`src/rtl/temp_sample_scheduler.sv`:
```
`default_nettype none
// ============================================================================
// temp_sample_scheduler
//   Paces temperature sensor reads and averages 2^AVG_LOG2 samples into a
//   published mean. It also tracks the running min/max of published means and
//   supervises sensor health with a soft-reset retry sequence and a sticky
//   fault. The optional min/max tracker is enabled by TEMP_SCHED_MINMAX_EN.
//   Rev 1.0
// ============================================================================
module temp_sample_scheduler #(
  parameter int SAMPLE_DIV = 100000000,
  parameter int AVG_LOG2   = 2,
  parameter int ERR_RETRY  = 3
) (
  input  logic        clk,
  input  logic        rst_n,
  input  logic [12:0] temp_i,
  input  logic        rdy_i,
  input  logic        err_i,
  input  logic        hold_i,
  output logic        sensor_srst_o,
  output logic [12:0] temp_o,
  output logic [12:0] min_o,
  output logic [12:0] max_o,
  output logic        valid_o,
  output logic        fault_o
);

  localparam int TW     = 13;
  localparam int SUM_W  = TW + AVG_LOG2;
  localparam int TICK_W = (SAMPLE_DIV > 1) ? $clog2(SAMPLE_DIV) : 1;
  localparam int SCNT_W = AVG_LOG2 + 1;
  localparam int RCNT_W = $clog2(ERR_RETRY + 2);

  localparam logic [TICK_W-1:0] TICK_LAST = TICK_W'(SAMPLE_DIV - 1);
  localparam logic [SCNT_W-1:0] SCNT_FULL = SCNT_W'(1 << AVG_LOG2);
  localparam logic [RCNT_W-1:0] RETRY_MAX = RCNT_W'(ERR_RETRY);

  typedef enum logic [2:0] {
    IDLE     = 3'd0,
    WAIT_RDY = 3'd1,
    PUBLISH  = 3'd2,
    RECOVER  = 3'd3,
    FAULT    = 3'd4
  } state_t;

  state_t                    state;
  logic [TICK_W-1:0]         tick_cnt;
  logic                      tick;
  logic signed [SUM_W-1:0]   sum;
  logic signed [SUM_W-1:0]   sample_ext;
  logic signed [TW-1:0]      mean;
  logic [SCNT_W-1:0]         sample_cnt;
  logic [RCNT_W-1:0]         retry_cnt;
  logic [1:0]                rec_cnt;

  assign tick       = (state != FAULT) && (tick_cnt == TICK_LAST);
  assign sample_ext = {{AVG_LOG2{temp_i[TW-1]}}, temp_i};
  assign mean       = TW'(sum >>> AVG_LOG2);

  // The sample clock freezes once the block has given up on the sensor.
  always_ff @(posedge clk) begin
    if (!rst_n) begin
      tick_cnt <= '0;
    end else if (state != FAULT) begin
      tick_cnt <= (tick_cnt == TICK_LAST) ? '0 : tick_cnt + TICK_W'(1);
    end
  end

  always_ff @(posedge clk) begin
    if (!rst_n) begin
      state         <= IDLE;
      sum           <= '0;
      sample_cnt    <= '0;
      retry_cnt     <= '0;
      rec_cnt       <= '0;
      temp_o        <= '0;
      valid_o       <= 1'b0;
      sensor_srst_o <= 1'b0;
      fault_o       <= 1'b0;
    end else begin
      valid_o <= 1'b0;
      case (state)
        IDLE: begin
          if (tick) state <= WAIT_RDY;
        end
        WAIT_RDY: begin
          // A sensor error outranks a simultaneous data-ready.
          if (err_i || (tick && !rdy_i)) begin
            state         <= RECOVER;
            sensor_srst_o <= 1'b1;
            rec_cnt       <= '0;
            retry_cnt     <= retry_cnt + RCNT_W'(1);
            sum           <= '0;
            sample_cnt    <= '0;
          end else if (rdy_i) begin
            sum        <= sum + sample_ext;
            sample_cnt <= sample_cnt + SCNT_W'(1);
            retry_cnt  <= '0;
            state      <= ((sample_cnt + SCNT_W'(1)) == SCNT_FULL) ? PUBLISH : IDLE;
          end
        end
        PUBLISH: begin
          sum        <= '0;
          sample_cnt <= '0;
          if (!hold_i) begin
            temp_o  <= mean;
            valid_o <= 1'b1;
          end
          state <= IDLE;
        end
        RECOVER: begin
          if (rec_cnt == 2'd3) begin
            sensor_srst_o <= 1'b0;
            if (retry_cnt > RETRY_MAX) begin
              state   <= FAULT;
              fault_o <= 1'b1;
            end else begin
              state <= IDLE;
            end
          end else begin
            rec_cnt <= rec_cnt + 2'd1;
          end
        end
        FAULT: begin
          sensor_srst_o <= 1'b0;
          fault_o       <= 1'b1;
        end
        default: state <= IDLE;
      endcase
    end
  end

`ifdef TEMP_SCHED_MINMAX_EN
  logic seen;

  // The first published mean seeds both extremes.
  always_ff @(posedge clk) begin
    if (!rst_n) begin
      min_o <= '0;
      max_o <= '0;
      seen  <= 1'b0;
    end else if (state == PUBLISH && !hold_i) begin
      seen <= 1'b1;
      if (!seen || (mean < signed'(min_o))) min_o <= mean;
      if (!seen || (mean > signed'(max_o))) max_o <= mean;
    end
  end
`else
  assign min_o = '0;
  assign max_o = '0;
`endif

endmodule
`default_nettype wire
```
`config.mk`:
```
export PLATFORM = sky130hd
export DESIGN_NAME = temp_sample_scheduler
export DESIGN_NICKNAME = d
export VERILOG_FILES = /design/src/rtl/temp_sample_scheduler.sv
export SDC_FILE = /design/constraint.sdc
export NUM_CORES = 1
export LEC_CHECK = 0
export CAP_MARGIN = 40
export CORE_MARGIN = 5
export CORE_UTILIZATION = 48
export DETAILED_ROUTE_END_ITERATION = 10
export GPL_ROUTABILITY_DRIVEN = 0
export PLACE_DENSITY = 0.76
export SYNTH_ARGS = -nofsm -noshare
export SYNTH_HDL_FRONTEND = slang
export SYNTH_SLANG_ARGS = --single-unit
```
`constraint.sdc`:
```
create_clock -name clk -period 2.5 [get_ports clk]
set_input_delay 0.375 -clock clk [delete_from_list [all_inputs] [get_ports clk]]
set_output_delay 0.375 -clock clk [all_outputs]
set_load 0.05 [all_outputs]
```
# Word-level counts from Yosys, hierarchy flattened
# Index checks and enable logic that the tools add are counted.
dict set report totals {
  regBits 69
  inputBits 18
  out_inout_bits 42
  word_cells 76
}
dict set report classes {
  n_addsub 5
  n_lt_le_gt_ge 1
  n_eq_ne 14
  mux 26
  bitwise_logic 2
  n_reduce_logical 18
}
# operator n
set op_table {}
lappend op_table {{two-way mux 15 bit} 2}
lappend op_table {{one-hot mux 15 bit (2 select lines)} 1}
lappend op_table {{adder 27 x 1 -> 27 bit (second input constant)} 1}
lappend op_table {{equality test 27 bit (second input constant)} 1}
lappend op_table {{two-way mux 27 bit} 1}
lappend op_table {{two-way mux 3 bit} 9}
lappend op_table {{adder 15 x 13 -> 15 bit} 1}
lappend op_table {{one-hot mux 3 bit (4 select lines)} 1}
lappend op_table {{inequality test 2 bit (second input constant)} 5}
lappend op_table {{AND reduction 3 bit} 3}
lappend op_table {{AND reduction 2 bit} 4}
lappend op_table {{nonzero test 2 bit} 4}
lappend op_table {{adder 3 x 1 -> 3 bit (second input constant)} 2}
lappend op_table {{equality test 3 x 2 -> 1 bit (second input constant)} 2}
lappend op_table {{equality test 3 bit (second input constant)} 2}
lappend op_table {{two-way mux 2 bit} 3}
lappend op_table {{inequality test 3 bit (second input constant)} 2}
lappend op_table {{one-hot mux 3 bit (2 select lines)} 1}
lappend op_table {{two-way mux 1 bit} 5}
lappend op_table {{one-hot mux 2 bit (2 select lines)} 1}
lappend op_table {{AND reduction 4 bit} 1}
lappend op_table {{equality test 3 x 1 -> 1 bit (second input constant)} 1}
lappend op_table {{greater-than comparator 3 x 2 -> 1 bit (second input constant)} 1}
lappend op_table {{zero test 3 bit} 1}
lappend op_table {{9 further kinds} 11}

# Longest topological paths before layout
dict set report depth {
  depth_word 6
  depth_mapped 8
  mapped_depth_nobuf 8
}

# Least setup slack after synthesis
# No wires, ideal clock.
dict set report synth_timing {
  path_type {input port to flip-flop}
  startpoint {input temp_i[0]}
  endpoint {register sum[14]}
  setup_time_ns 0.079
  arrival_time_ns 2.347
  t_required_ns 2.421
  setup_slack_ns 0.074
  path_stages 8
  n_path_buf 0
  cell_sequence {ha_1 > fa_1 > a21o_1 > a221o_1 > a31oi_1 > a21boi_0 > or4b_1 > o211ai_1}
}
dict set report synth_via {
  elab_chain_len 4
}
# element line
set synth_rtl {}
lappend synth_rtl {{start, declared} 17} ;# input logic [12:0] temp_i,
lappend synth_rtl {{adder 15 x 13 -> 15 bit} 97} ;# sum <= sum + sample_ext;
lappend synth_rtl {{two-way mux 15 bit} 96} ;# end else if (rdy_i) begin
lappend synth_rtl {{two-way mux 15 bit} 89} ;# if (err_i || (tick && !rdy_i)) begin
lappend synth_rtl {{one-hot mux 15 bit (2 select lines)} 83} ;# case (state)
lappend synth_rtl {{end signal, assigned} 97}
lappend synth_rtl {{end, declared} 50} ;# logic signed [SUM_W-1:0] sum;
# Every way passes these cells. The select of a mux whose other input is x is not followed.
# A chain may end at the register's enable or synchronous reset.

# Final worst setup path
# Ends and elaborated chain as after synthesis.

==> results.md <==
* Antenna violations before repair at 0
* Number of flops mapped to enable cells by yosys at 0
* Port Buffer Count at 33
* Synth Cell Area at 3820 sq um
* Final-report max-slew violation count at 0
* Category of the critical setup timing path: in -> reg
* Overall global routing resource usage at 16.7%
* Die span in y at 99.3 microns
* Routed Wire Length at 8150 microns
* Launching point of the worst reg2reg path: sum[0]
* Share of power burned in combinational logic at 8.2%
* Yosys top cell area share at 36.1%
* Worst Tran Pin Value at 0.552 ns
* Required time of the worst setup path at 2.78 ns
* Switching power of the nets at 0.000602 W
* Number of nets in the layout at 536
* Dpl cell area at 4300 sq um
* Flop pwr share at 43.5%
* Critical path launch point type: input pin
* Detailed router's first-iteration violation count at 65
* Most common cell after layout, fill and taps aside: dfxtp_1
* Number of detailed-route iterations in the first pass at 4
* H-Tree Level Count at 3
* Total DRC errors in the routed layout at 0
* Standby leakage power at 1.81 nW
* Routed Antenna Nets at 0
* Number of clock sinks at 69
* Asr flop ratio synth at 0%
* Core Region at 7730 sq um
* CTS tree: built
* Via count of the first global-routing pass at 3075
* Commonest register cell after synthesis: dfxtp_1
* Count of synthesis-stage warnings from yosys at 0
* Path type of the worst min-delay path: reg -> reg
* Maxcap violations at 0
* # fillers at 652
* Count of standard-cell rows at 32
* Peak clock frequency supported by timing at 405 MHz
* Synth Area per Inst at 8.67 sq um
* Worst slew slack as a fraction of its limit at 63.0%
* Clock network fraction of design power at 48.2%
* Minimum period implied by the final worst setup slack at 2.47 ns
* Dominant cells by area after synthesis: dfxtp_1 (36%), ha_1 (6.5%), xor2_1 (5.3%), buf_4 (5.1%), nand2_1 (5.0%)
* Switching power share of the total at 23.7%
* Total half-perimeter wirelength after legalization and detailed placement at 5940 microns
* Starting Density at 49.5%
* Type of destination of the critical path: flop
* Worst setup path startpoint: temp_i[0]
* Power Internal at 0.00194 W
* Clock root buffer master: clkbuf_8
* Number of distinct library cell variants in the gate-level netlist after synthesis at 62
* Library cell occupying the most area in the post-synthesis netlist: dfxtp_1
* Post-Route Skew at 0.00984 ns
* Number of hold buffers added after cts at 0
* Cells on worst reg2reg path at 8
* Internal reg-to-reg setup slack at 0.15 ns
* Reg-to-reg endpoint: sum[14]
* Ratio of cells with drive above 1 in the final layout at 12.4%
* CTS buffer count at 9
* Result of the run: finished, final reports clean
* Peak VDD IR at 0.000335 V
* Die span in x at 99.3 microns
* I/O pin cnt at 60
* Clock network latency to the later pin of the worst-skew pair at 0.36 ns
* CP Capture Point: sum[14]
* Final period util at 98.8%
* Final setup fails at 0
* Number of vias after detailed routing at 3123
* Growth of design area from synthesis to finish at 20.6%
* Via density per instance at 5.17
* Setup TNS at 0 ns
* Die ar. at 9850 sq um
* Power density cells at 551 nW/um^2
* Clock slew at the register clock pins of the worst setup and hold paths at 0.08 ns
* Finished layout cell area at 4610 sq um
* Worst hold margin at 0.466 ns
* Leading cell types in the layout, fill and taps excluded: dfxtp_1 (69), nand2_1 (51), nor2_1 (40)
* Wire length of the first global-routing pass at 13600 microns
* Final global-route overflow total at 0
* Pin count of the biggest net entering global routing at 25
* Crit path DAT at 2.75 ns
* Number of hold violations in the final report at 0
* Number of antenna diodes at 0
* Count of mapped cells out of synthesis at 441
* Register area share after synthesis at 36.1%
* Top fanout value on the critical path at 2
* Register bit total from synthesis at 69
* Number of buffers on the longest clock path at 2
* Detail-routed net length per standard cell at 13.5 microns
[synth_stat cells, drive strengths merged, types with 12 or more instances]
| cell type | instances |
|---|---|
| xnor2 | 12 |
| nand2 | 52 |
| o21ai | 14 |
| xor2 | 23 |
| nand3 | 20 |
| ha | 20 |
| buf | 32 |
| nor2 | 40 |
| dfxtp | 69 |
| a21boi | 17 |
| a21oi | 20 |
[routing by layer]
metal / global-route usage, % / wire, microns / vias up
li1: - / - / 1602
met1: 20.4 / 3690 / 1442
met2: 29.0 / 3990 / 67
met3: 4.63 / 344 / 12
met4: 3.89 / 116 / 0
met5: 0 / 0 / -
[area by class of cell]
cell class / instances / area, sq um / area share (%)
clock buffers: 9 / 124 / 2.69
flip-flops and latches: 69 / 1380 / 30.0
multi-input cells: 348 / 2260 / 49.1
inverters: 8 / 30.0 / 0.651
well taps: 102 / 128 / 2.77
repair buffers: 61 / 541 / 11.7
clock inverters: 7 / 145 / 3.15
[worst min-delay path by stage]
stage / from / end / slack (ns) / depth (start not counted)
floorplan: tick_cnt[1] / tick_cnt[1] / 0.45 / 2
global placement: temp_o[12] / temp_o[12] / 0.45 / 2
detailed placement: temp_o[1] / temp_o[1] / 0.46 / 2
CTS: temp_o[10] / temp_o[10] / 0.47 / 2
global route: temp_o[1] / temp_o[1] / 0.48 / 2
finish: temp_o[9] / temp_o[9] / 0.47 / 2
[worst max-delay path, stage by stage]
cell	delay, ns
clkdlybuf4s50_1	0.41
ha_2	0.20
fa_2	0.33
a21o_1	0.20
a221o_1	0.33
a31oi_1	0.24
a21boi_1	0.11
or4b_1	0.47
o211ai_1	0.09
[sequential cells by signal, summed over array words and instances (netlist names)]
register       cells
sample_cnt         3
valid_o            1
temp_o            13
rec_cnt            2
sensor_srst_o      1
retry_cnt          3
state              3
sum               15
tick_cnt          27
fault_o            1
[per-stage QoR]
stage	util [%]	setup slack [ns]	total power, W	std cells
final	59.7	0.0294	0.00254	604
after CTS	59.3	0.00412	0.00255	603
after floorplan	-	0.0744	0.00131	466
after detailed placement	55.6	-0.426	0.00134	585
after global placement	55.6	-0.359	0.00133	585
after global routing	59.7	-0.00995	0.00261	604
[logic make-up (layout without fill, tap and decap cells)]
kind of cell	after synthesis	count (layout)	synth area share, %
buffers and inverters	49	85	7.72
adders and majority gates	21	21	7.07
xor gates and xnor gates	35	35	8.01
muxes	1	1	0.262
other	1	26	0.0980
and+or+nand+nor	179	179	25.1
AOI/OAI and AO/OA	86	86	15.6
DFF	69	69	36.1
[power groups by stage]
stage / clock network (W) / logic, W / registers (W)
after detailed placement: 0 / 0.000206 / 0.00113
after global routing: 0.00129 / 0.000224 / 0.00111
after global placement: 0 / 0.000203 / 0.00113
after floorplan: 0 / 0.000177 / 0.00113
after CTS: 0.00124 / 0.000207 / 0.00111
final: 0.00122 / 0.000209 / 0.00111
[timing repair]
item | 4_1_cts | 5_1_grt
gates resized for setup | 1 | 4
pin swaps | 1 | 2
cloned | 0 | 0
setup endpoints to repair | 1 | 3
hold endpoints to repair | 0 | 0
setup buffers | 2 | 1
No activity file was read; power rests on OpenSTA's default activity.
